==> config.mk <==
export PLATFORM = sky130hd
export DESIGN_NAME = layer2_argmax_seq
export DESIGN_NICKNAME = d
export VERILOG_FILES = /design/src/rtl/layer2_argmax_seq.sv
export SDC_FILE = /design/constraint.sdc
export NUM_CORES = 1
export LEC_CHECK = 0
export ABC_AREA = 1
export BUFFER_PORTS_ARGS = -buffer_cell sky130_fd_sc_hd__buf_2
export CAP_MARGIN = 30
export CORE_MARGIN = 2
export CORE_UTILIZATION = 56
export CTS_CLUSTER_SIZE = 16
export DETAILED_ROUTE_END_ITERATION = 16
export PLACE_DENSITY = 0.81
export SLEW_MARGIN = 20
export SYNTH_ARGS = -nofsm -noshare
export SYNTH_HDL_FRONTEND = slang
export SYNTH_SLANG_ARGS = --single-unit
==> constraint.sdc <==
create_clock -name clk -period 21.5 [get_ports clk]
set_input_delay 4.3 -clock clk [delete_from_list [all_inputs] [get_ports clk]]
set_output_delay 4.3 -clock clk [all_outputs]
set_load 0.01 [all_outputs]
==> src/rtl/layer2_argmax_seq.sv <==
`default_nettype none
// ============================================================================
// Module      : layer2_argmax_seq
// Description : Sequential argmax over one frame of signed logits, one
//               compare per clock, with a valid/ready result handshake.
// Revision    : 1.0 - initial release
// ============================================================================
module layer2_argmax_seq #(
    parameter int N_CLASS    = 10,
    parameter int DATA_WIDTH = 29,
    parameter int IDX_WIDTH  = 4
) (
    input  logic                          clk,
    input  logic                          rst,
    input  logic                          in_valid,
    output logic                          in_ready,
    input  logic [N_CLASS*DATA_WIDTH-1:0] layer_in,
    output logic [IDX_WIDTH-1:0]          class_out,
    output logic [DATA_WIDTH-1:0]         max_out,
    output logic                          out_valid,
    input  logic                          out_ready
);

    typedef enum logic [1:0] {
        IDLE = 2'd0,
        SCAN = 2'd1,
        DONE = 2'd2
    } state_t;

    localparam logic [IDX_WIDTH-1:0] C_LAST_IDX = IDX_WIDTH'(N_CLASS - 1);

    state_t                        r_state;
    state_t                        w_next_state;
    logic signed [DATA_WIDTH-1:0]  r_logit [N_CLASS];
    logic [IDX_WIDTH-1:0]          r_cnt;
    logic signed [DATA_WIDTH-1:0]  r_best_val;
    logic [IDX_WIDTH-1:0]          r_best_idx;
    logic [IDX_WIDTH-1:0]          r_class_out;
    logic [DATA_WIDTH-1:0]         r_max_out;
    logic                          r_out_valid;
    logic                          r_in_ready;
    logic signed [DATA_WIDTH-1:0]  w_cur;
    logic                          w_accept;
    logic                          w_gt;
    logic                          w_last;

    assign w_accept = r_in_ready & in_valid;
    assign w_last   = (r_cnt == C_LAST_IDX);
    // Strictly greater, so ties keep the earlier (lower) index.
    assign w_gt     = (w_cur > r_best_val);

    always_comb begin
        w_cur = '0;
        for (int k = 0; k < N_CLASS; k++) begin
            if (r_cnt == IDX_WIDTH'(k)) begin
                w_cur = r_logit[k];
            end
        end
    end

    always_comb begin
        w_next_state = r_state;
        case (r_state)
            IDLE:    if (w_accept)  w_next_state = SCAN;
            SCAN:    if (w_last)    w_next_state = DONE;
            DONE:    if (out_ready) w_next_state = IDLE;
            default: w_next_state = IDLE;
        endcase
    end

    always_ff @(posedge clk) begin
        if (rst) begin
            r_state    <= IDLE;
            r_in_ready <= 1'b1;
        end else begin
            r_state    <= w_next_state;
            r_in_ready <= (w_next_state == IDLE);
        end
    end

    // Frame storage is only loaded at acceptance, so it needs no reset.
    always_ff @(posedge clk) begin
        if (!rst && w_accept) begin
            for (int k = 0; k < N_CLASS; k++) begin
                r_logit[k] <= layer_in[k*DATA_WIDTH +: DATA_WIDTH];
            end
        end
    end

    always_ff @(posedge clk) begin
        if (rst) begin
            r_cnt       <= '0;
            r_best_val  <= '0;
            r_best_idx  <= '0;
            r_class_out <= '0;
            r_max_out   <= '0;
            r_out_valid <= 1'b0;
        end else begin
            case (r_state)
                IDLE: begin
                    if (w_accept) begin
                        r_best_val <= layer_in[DATA_WIDTH-1:0];
                        r_best_idx <= '0;
                        r_cnt      <= IDX_WIDTH'(1);
                    end
                end
                SCAN: begin
                    if (w_gt) begin
                        r_best_val <= w_cur;
                        r_best_idx <= r_cnt;
                    end
                    if (w_last) begin
                        r_class_out <= w_gt ? r_cnt : r_best_idx;
                        r_max_out   <= w_gt ? w_cur : r_best_val;
                        r_out_valid <= 1'b1;
                    end else begin
                        r_cnt <= r_cnt + 1'b1;
                    end
                end
                DONE: begin
                    if (out_ready) begin
                        r_out_valid <= 1'b0;
                    end
                end
                default: r_out_valid <= 1'b0;
            endcase
        end
    end

    assign in_ready  = r_in_ready;
    assign class_out = r_class_out;
    assign max_out   = r_max_out;
    assign out_valid = r_out_valid;

endmodule
`default_nettype wire

==> flow_summary.toml, run 1 <==
[run_status]
status = "finished, final reports clean"

[sta]
hold_violations = 0
rsz0062_at_grt = "false"
drv_slew = 0
setup_viol = 0
setup_tns_ps = 0
min_period_over_period = 0.296
tightest_slew_ps = 955
period_needed_ps = 6370
finClkSkew_ps = 16.1
slew_headroom = 0.363
timing.fmax_mhz = 157

[routing]
viasPerCell = 5.27
drtIter0Drc = 1333
dr.pass1.iters = 5
vias = 12851
antenna_left = 0
totalWireLength_um = 44700
wl_per_cell_um = 18.3
drc_errors = 0

[clock_tree]
cts_tree = "built"
cts_made_buffers = 39
cts_root_buf = "clkbuf_16"
htree_levels = 2
post_cts_buffers = 0
clk_latency_ps = 530
clkSlewWorstSetupHoldPaths_ps = 60
cts_resized = 0
cts_sinks = 364
cts.path.max_buffers = 3
cts_hold_buf = 0

[final_layout]
layout_commonest_cell = "nand2_1"
most-common-layout-cells = "457 x nand2_1, 328 x buf_2, 290 x edfxtp_1"
multi_input_area_um2 = 5400
area_growth_pct = 18.3
final_nets = 2339
regArea_um2 = 10200
layout-drive-gt1-share = 0.240
final_util = 0.670
fill_cells = 2279

[grt]
grt_pass1_wl_um = 67100
grt_pass1_vias = 12455
grt_start_max_net_pins = 89
track_usage = 0.284
antenna_found_initial = 6
gr-total-overflow = 0

[critical_path]
crit_arrival_ps = 6560
crit_chain = "buf_2, buf_4, nor2_4, buf_4, buf_4, buf_16"
cp-end-kind = "register"
criticalPathCategory = "in -> reg"
critPathRequiredTime_ps = 21690
crit_top_cell = "buf_4"
r2r_slack_ps = 15160
r2r-end = "max_out[22]"
reg2reg_from = "r_cnt[2]"
slowest_delay_ps = 740
start_kind = "input pin"
crit_slowest_cell = "buf_4"
crit_fanout = 75
r2r_cells = 26

[worst_hold_path]
holdPathEnd = "r_best_idx[1]"
min_path_type = "reg -> reg"
hold_start = "r_best_idx[1]"
hold_path_depth = 2

[synthesis]
syn_inst = 1712
synth_fp_nets = 2039
synth.distinct_cells = 37
ys_ff_latch = 364
syn_avg_cell_area_um2 = 9.75
yosysWarnings = 0
syn_area_um2 = 16700
synth_seq_area_share = 0.610
async_flop_share = 0
ys.flop_type = "edfxtp_1"
synth_edf_count = 290

[die]
die_h_um = 177
design.die.area_um2 = 31200
core_um2 = 29500
pin_count = 329
start_util = 0.566
chipWidth_um = 177
num_rows = 63

[pwr]
ir_drop_v = 0.0000738
power_density_nw_per_um2 = 89.1
p_leak_nw = 8.68

[placed_design]
gp_congestion = 0.847
numPortBuffers = 328
dp_hpwl_um = 31400

[job]
drv_cap = 0
## critical path, delay by kind of cell
family	cells	cell delay, ps
buffers and inverters	5	1950
and+or+nand+nor	1	200
## worst max-delay path by stage
stage | startpoint | end | cells after the start
6_report | rst | r_logit[5][4] | 6
4_1_cts | rst | r_logit[5][6] | 5
3_5_place_dp | rst | r_logit[2][11] | 5
3_3_place_gp | rst | r_logit[3][11] | 5
5_1_grt | r_cnt[2] | max_out[13] | 26
2_1_floorplan | rst | r_logit[0][0] | 3
## registers in the layout, summed over array words and instances (netlist names)
name / count
r_best_val: 29
class_out: 4
r_logit: 290
r_state: 2
out_valid: 1
max_out: 29
r_best_idx: 4
in_ready: 1
r_cnt: 4
## kinds of logic (layout without fill, tap and decap cells)
group | after synthesis | count (layout) | synth area share
xor+xnor | 1 | 1 | 0.000525
buf+inv | 255 | 585 | 0.0683
compound gates | 109 | 109 | 0.0351
flops | 364 | 364 | 0.610
simple gates | 950 | 950 | 0.261
fa+ha+maj | 33 | 33 | 0.0247
other cells | 0 | 5 | 0
## per-layer routing
metal  vias up  routed length, µm  track usage
li1       6216                  -            -
met1      5906              16800        0.353
met2       639              22000        0.495
met3        88               4410       0.0546
met4         2               1440       0.0995
met5         -                  9            0
## report_power, final
group / internal [W] / switching, W
clock: 0.000378 / 0.000269
sequential: 0.000800 / 0.0000123
combinational: 0.0000965 / 0.000205
## synthesized netlist by cell type (2+ instances only)
library cell	count	area share
inv_2	6	0.0013
edfxtp_1	290	0.52
clkbuf_2	2	0.00060
buf_2	29	0.0087
nor2_4	3	0.0020
nand3_1	187	0.056
buf_1	2	0.00045
nand3b_1	10	0.0045
a21oi_1	49	0.015
buf_6	13	0.0088
o21ai_1	36	0.011
nor3_1	5	0.0015
ha_1	33	0.025
clkbuf_1	25	0.0056
nor3_2	2	0.0012
or2_0	36	0.013
nand3_2	30	0.018
inv_4	2	0.00075
buf_4	10	0.0045
nand2_1	457	0.10
o21a_1	2	0.00090
inv_1	165	0.037
dfxtp_1	74	0.089
o21ai_0	10	0.0030
nor2_8	3	0.0036
a21boi_0	10	0.0045
or2_2	39	0.015
nor2_1	160	0.036
nand4_1	5	0.0019
nand2_2	2	0.00075
or2_1	9	0.0034
## metrics by stage
stage	hold slack [ps]	instances	power (W)	cell area (µm²)	worst slack (ps)
after floorplan	445	1712	0.00104	16700	3870
after global placement	452	2358	0.00111	18400	14440
after detailed placement	457	2358	0.00112	18400	14390
after CTS	466	2429	0.00176	19700	14950
after global routing	493	2435	0.00183	19700	14690
final	469	2437	0.00176	19800	15130
## cell type report
| type | count | area share |
|---|---|---|
| antenna | 5 | 0.000633 |
| timing repair buffer | 341 | 0.0901 |
| tap | 390 | 0.0247 |
| clock inverter | 21 | 0.00748 |
| multi-input combinational | 1093 | 0.273 |
| sequential | 364 | 0.516 |
| clock buffer | 50 | 0.0547 |
| inverter | 173 | 0.0331 |
(Power assumes the default switching activity.)
==> inputs of run 2 (changes only) <==
Clock period 21.5 ns to 6.7 ns, I/O delays scaled along.
==> run 2 against run 1 <==
Effect of this change:
- combinational power rose to 3.2 times the previous value
- sequential cell count did not move
- wire length rose by 4.9%
- critical path type is now reg -> reg
==> flow_summary.toml, run 2 (synthesized netlist as in run 1, its figures left out) <==
[final_layout]
layout-drive-gt1-share = 0.240
most-common-layout-cells = "457 x nand2_1, 328 x buf_2, 290 x edfxtp_1"
final_nets = 2339
final_util = 0.671
area_growth_pct = 18.4
largest_reg_flops = 290
largest_register = "r_logit"
layout_commonest_cell = "nand2_1"

[critical_path]
r2r_cells = 25
cp-end-kind = "register"
r2r-end = "r_best_val[14]"
criticalPathCategory = "reg -> reg"
crit_fanout = 41
critPathRequiredTime_ps = 7140
reg2reg_from = "r_cnt[1]"
start_kind = "register"
crit_arrival_ps = 5880
r2r_slack_ps = 1260

[routing]
dr.pass1.iters = 7
vias = 13147
viasPerCell = 5.42
drc_errors = 0
drtIter0Drc = 1181
totalWireLength_um = 46900
wl_per_cell_um = 19.3
antenna_left = 0

[clock_tree]
cts_resized = 0
cts_hold_buf = 0
cts_tree = "built"
cts.path.max_buffers = 3
clk_latency_ps = 530
htree_levels = 2
cts_root_buf = "clkbuf_16"
post_cts_buffers = 0
cts_sinks = 364
cts_made_buffers = 39
clkSlewWorstSetupHoldPaths_ps = 60

[worst_hold_path]
holdPathEnd = "r_best_idx[1]"
min_path_type = "reg -> reg"
hold_start = "r_best_idx[1]"
hold_path_depth = 2

[die]
die_h_um = 177
design.die.area_um2 = 31200
chipWidth_um = 177
core_um2 = 29500
num_rows = 63
pin_count = 329
start_util = 0.566

[run_status]
status = "finished, final reports clean"

[sta]
min_period_over_period = 0.811
period_needed_ps = 5440
rsz0062_at_grt = "false"
timing.fmax_mhz = 184
setup_tns_ps = 0
drv_slew = 0
hold_violations = 0
finClkSkew_ps = 23.7
setup_viol = 0
slew_headroom = 0.398
tightest_slew_ps = 903

[grt]
grt_pass1_wl_um = 70200
grt_pass1_vias = 12988
antenna_found_initial = 0
track_usage = 0.298
gr-total-overflow = 0
grt_start_max_net_pins = 210

[placed_design]
numPortBuffers = 328
dp_hpwl_um = 32900
gp_congestion = 0.888

[pwr]
power_density_nw_per_um2 = 289
p_leak_nw = 8.69
ir_drop_v = 0.000250

[job]
drv_cap = 0
## run 2: cell types whose count changed in the layout (fill, tap and decap cells not counted)
cell / before / now
clkinvlp_4: 2 / 1
clkbuf_16: 41 / 40
diode_2: 5 / 1
buf_16: 1 / 3
clkinv_1: 10 / 3
clkbuf_8: 2 / 1
bufinv_16: 2 / 4
clkinv_2: 7 / 6
clkbuf_1: 7 / 9
inv_6: 0 / 1
buf_4: 10 / 9
buf_8: 1 / 0
## run 2: worst max-delay path by stage
stage,to,cells past startpoint,slack [ps],from
5_1_grt,r_best_idx[2],25,780,r_cnt[2]
4_1_cts,r_best_val[7],28,1300,r_cnt[1]
2_1_floorplan,r_logit[0][0],3,230,rst
3_3_place_gp,r_best_idx[1],28,1480,r_cnt[1]
3_5_place_dp,r_best_val[24],27,1350,r_cnt[1]
6_report,r_best_val[14],25,1260,r_cnt[1]
## run 2: metal layers
| layer | vias up | track usage | wire length (µm) |
|---|---|---|---|
| met4 | 0 | 0.144 | 2200 |
| met1 | 6101 | 0.372 | 17800 |
| li1 | 6209 | - | - |
| met5 | - | 0 | 0 |
| met3 | 119 | 0.0586 | 4520 |
| met2 | 718 | 0.499 | 22300 |
## run 2: layout make-up
| type | count | area (µm²) |
|---|---|---|
| antenna | 1 | 2.50 |
| sequential | 364 | 10200 |
| fill | 2286 | 9710 |
| clock inverter | 15 | 178 |
| inverter | 173 | 654 |
| timing repair buffer | 341 | 1810 |
| multi-input combinational | 1093 | 5400 |
| clock buffer | 50 | 1050 |
| tap | 390 | 488 |
## run 2: power breakdown
part	total, W	internal [W]	switching [W]	leakage (nW)
Clock	0.00212	0.00125	0.000865	0.600
Sequential	0.00261	0.00257	0.0000448	3.30
Combinational	0.000976	0.000315	0.000662	4.79
## run 2: worst max-delay path: stages (launching register included)
cell and delay (ps):
dfxtp_1 340, inv_1 110, ha_1 760, inv_1 340, nor2_8 410, inv_4 280
nand2_1 140, nand3b_1 180, nand2_1 100, nand2_1 80, nand2_1 80, a21boi_0 360
ha_1 340, a21oi_1 130, o21ai_0 100, nor2_1 110, nand2_1 70, nand2_1 60
nand2_1 70, nor2_1 170, nor2_4 60, inv_2 530, nand2_1 160, nand3_2 130
nand2_1 60, a21oi_1 110
## run 2: through the flow
step	worst slack [ps]	cells	hold WS [ps]	power, W	area (µm²)
final	1260	2427	473	0.00571	19800
after global routing	776	2426	496	0.00591	19800
after floorplan	235	1712	445	0.00330	16700
after detailed placement	1350	2358	462	0.00362	18500
after global placement	1480	2358	452	0.00359	18500
after CTS	1300	2423	471	0.00571	19700
==> inputs of run 3 (changes only) <==
Settings changed: ABC_AREA 1 to 0, CORE_UTILIZATION 56 to 49, PLACE_DENSITY 0.81 to 0.76.
Clock period 6.7 ns to 4.5 ns, I/O delays scaled along.
==> run 3 against run 2 <==
Effect of this change:
- power rose by 48%
- register-to-register slack got worse by 1100 ps
- core utilization fell by 3.5 points
- highest routed layer is now met5
- sequential power rose by 49%
- setup slack got worse by 1100 ps
- largest cell class unchanged
- critical path type unchanged
==> flow_summary.toml, run 3 <==
[clock_tree]
cts_made_buffers = 38
cts.path.max_buffers = 3
clk_latency_ps = 520
cts_root_buf = "clkbuf_16"
cts_tree = "built"
cts_sinks = 364
htree_levels = 2
clkSlewWorstSetupHoldPaths_ps = 60

[sta]
fin_hold_ws_ps = 476
tightest_slew_ps = 1000
drv_slew = 0
min_period_over_period = 0.964
timing.fmax_mhz = 230
slew_headroom = 0.330
fin_ws_ps = 160
setup_tns_ps = 0
setup_viol = 0
hold_violations = 0
period_needed_ps = 4340
finClkSkew_ps = 16.2

[grt]
grt_pass1_vias = 10572
antenna_found_initial = 11
track_usage = 0.262
grt_start_max_net_pins = 82
grt_pass1_wl_um = 61800
gr-total-overflow = 0

[synthesis]
synth_commonest_cells = "290 x edfxtp_1, 110 x nor2_1, 74 x dfxtp_1, 52 x o21ai_0, 48 x a211oi_1"
synth.top_cell.area_share = 0.582
yosysTopAreaCell = "edfxtp_1"
synth_edf_count = 290
syn_avg_cell_area_um2 = 13.7
async_flop_share = 0
syn_inst = 1091
synth_seq_area_share = 0.681
syn_area_um2 = 15000
ys.flop_type = "edfxtp_1"
yosysMostFrequentCell = "edfxtp_1"
yosysWarnings = 0
synth.distinct_cells = 62
synth_fp_nets = 1418
netlist_top_cells_area = "edfxtp_1 58%, dfxtp_1 9.9%, ha_1 2.8%"
ys_ff_latch = 364

[final_layout]
layout-drive-gt1-share = 0.373
layout_commonest_cell = "buf_2"
final_nets = 1807
area_growth_pct = 28.9
stdcell_area_um2 = 19300
most-common-layout-cells = "328 x buf_2, 290 x edfxtp_1, 108 x nor2_1"
regArea_um2 = 10200
largest_register = "r_logit"
final_util = 0.636
fill_cells = 2250
largest_reg_flops = 290
multi_input_area_um2 = 4530

[die]
pin_count = 329
chipWidth_um = 179
core_um2 = 30300
num_rows = 64
design.die.area_um2 = 32000
die_h_um = 179
start_util = 0.493

[critical_path]
criticalPathCategory = "reg -> reg"
crit_arrival_ps = 4770
crit_chain = "buf_4, ha_4, and3b_2, buf_4, or3_1, o221ai_2, a211oi_1, a221o_1, ha_4, and4_4, nand2_1, a21o_1, a2111oi_4, o21a_1, o21ai_4, buf_12, buf_12, or4_1, o311ai_1"
crit_slowest_cell = "or4_1"
critPathRequiredTime_ps = 4930
start_kind = "register"
slowest_delay_ps = 400
crit_fanout = 16
cp-end-kind = "register"

[pwr]
power_density_nw_per_um2 = 439
p_leak_nw = 7.32
ir_drop_v = 0.000379

[placed_design]
placedInstanceArea_um2 = 17500
dp_hpwl_um = 31900
pre_cts_slack_ps = -73.9
numPortBuffers = 328
gp_congestion = 0.910

[routing]
viasPerCell = 5.84
drtIter0Drc = 1177
totalWireLength_um = 42900
antenna_left = 0
wl_per_cell_um = 22.5
drc_errors = 0
dr.pass1.iters = 5
vias = 11168

[run_status]
status = "finished, final reports clean"

[job]
drv_cap = 0

[worst_hold_path]
min_path_type = "reg -> reg"
-- run 3: cell count changes after synthesis, sizes merged, moves of 30 or more --
cell	previous run	this run
o221ai	0	30
inv	173	37
nand3	217	15
mux2i	0	30
or2	84	1
a221oi	0	49
a221o	0	33
nor2	167	111
a211oi	0	48
nand2	460	32
-- run 3: path summary, 6_finish.rpt --
kind / startpoint / to / slack [ps] / cells after the start
max: r_cnt[1] / r_best_val[28] / 160 / 19
min reg2reg: out_valid / out_valid / 480 / 2
min: out_valid / out_valid / 480 / 2
max reg2reg: r_cnt[1] / r_best_val[28] / 160 / 19
-- run 3: layer usage --
| metal | wire (µm) | track usage | part of all wire | up-vias |
|---|---|---|---|---|
| met1 | 17200 | 0.359 | 0.40 | 5347 |
| met4 | 1440 | 0.113 | 0.034 | 8 |
| li1 | - | - | - | 5131 |
| met3 | 3930 | 0.0647 | 0.092 | 93 |
| met2 | 20300 | 0.400 | 0.47 | 589 |
| met5 | 49 | 0 | 0.0011 | - |
-- run 3: cell type report --
cell class,count,area share
Clock inverter,18,0.0115
Antenna cell,8,0.00104
Clock buffer,50,0.0582
Inverter,37,0.00720
Multi-Input combinational cell,612,0.235
Timing Repair Buffer,427,0.134
Sequential cell,364,0.528
Tap cell,396,0.0257
-- run 3: logic make-up after synthesis --
family                   after synthesis  share of synthesized area
AO/OA/AOI/OAI                        324                      0.162
XOR/XNOR                               2                    0.00117
AND/OR/NAND/NOR                      222                     0.0717
multiplexers                          31                     0.0208
adder cells (fa/ha/maj)               33                     0.0276
buffers and inverters                115                     0.0357
flip-flops                           364                      0.681
-- run 3: power by group --
part	switching [W]	leakage, nW	total [W]	internal [W]
Combinational	0.000670	3.35	0.00126	0.000585
Clock	0.00127	0.665	0.00332	0.00205
Sequential	0.0000775	3.30	0.00390	0.00382
-- run 3: critical path: cells and delay by family, from the launching register on --
kind	cells	cell delay, ps
and+or+nand+nor	5	1310
buffers and inverters	4	640
AOI/OAI and AO/OA	8	1480
adders and majority gates	2	500
DFF	1	310
-- run 3: repair_timing --
action / 4_1_cts / 5_1_grt
pin swaps: 1 / 14
setup buffers: 0 / 9
gates resized for setup: 4 / 47
setup endpoints to repair: 11 / 65
hold buffers: 0 / 0
-- run 3: through the flow --
step,total power (W),std cells
6_report,0.00847,1912
5_1_grt,0.00876,1910
4_1_cts,0.00839,1893
3_5_place_dp,0.00509,1825
3_3_place_gp,0.00506,1824
2_1_floorplan,0.00461,1091
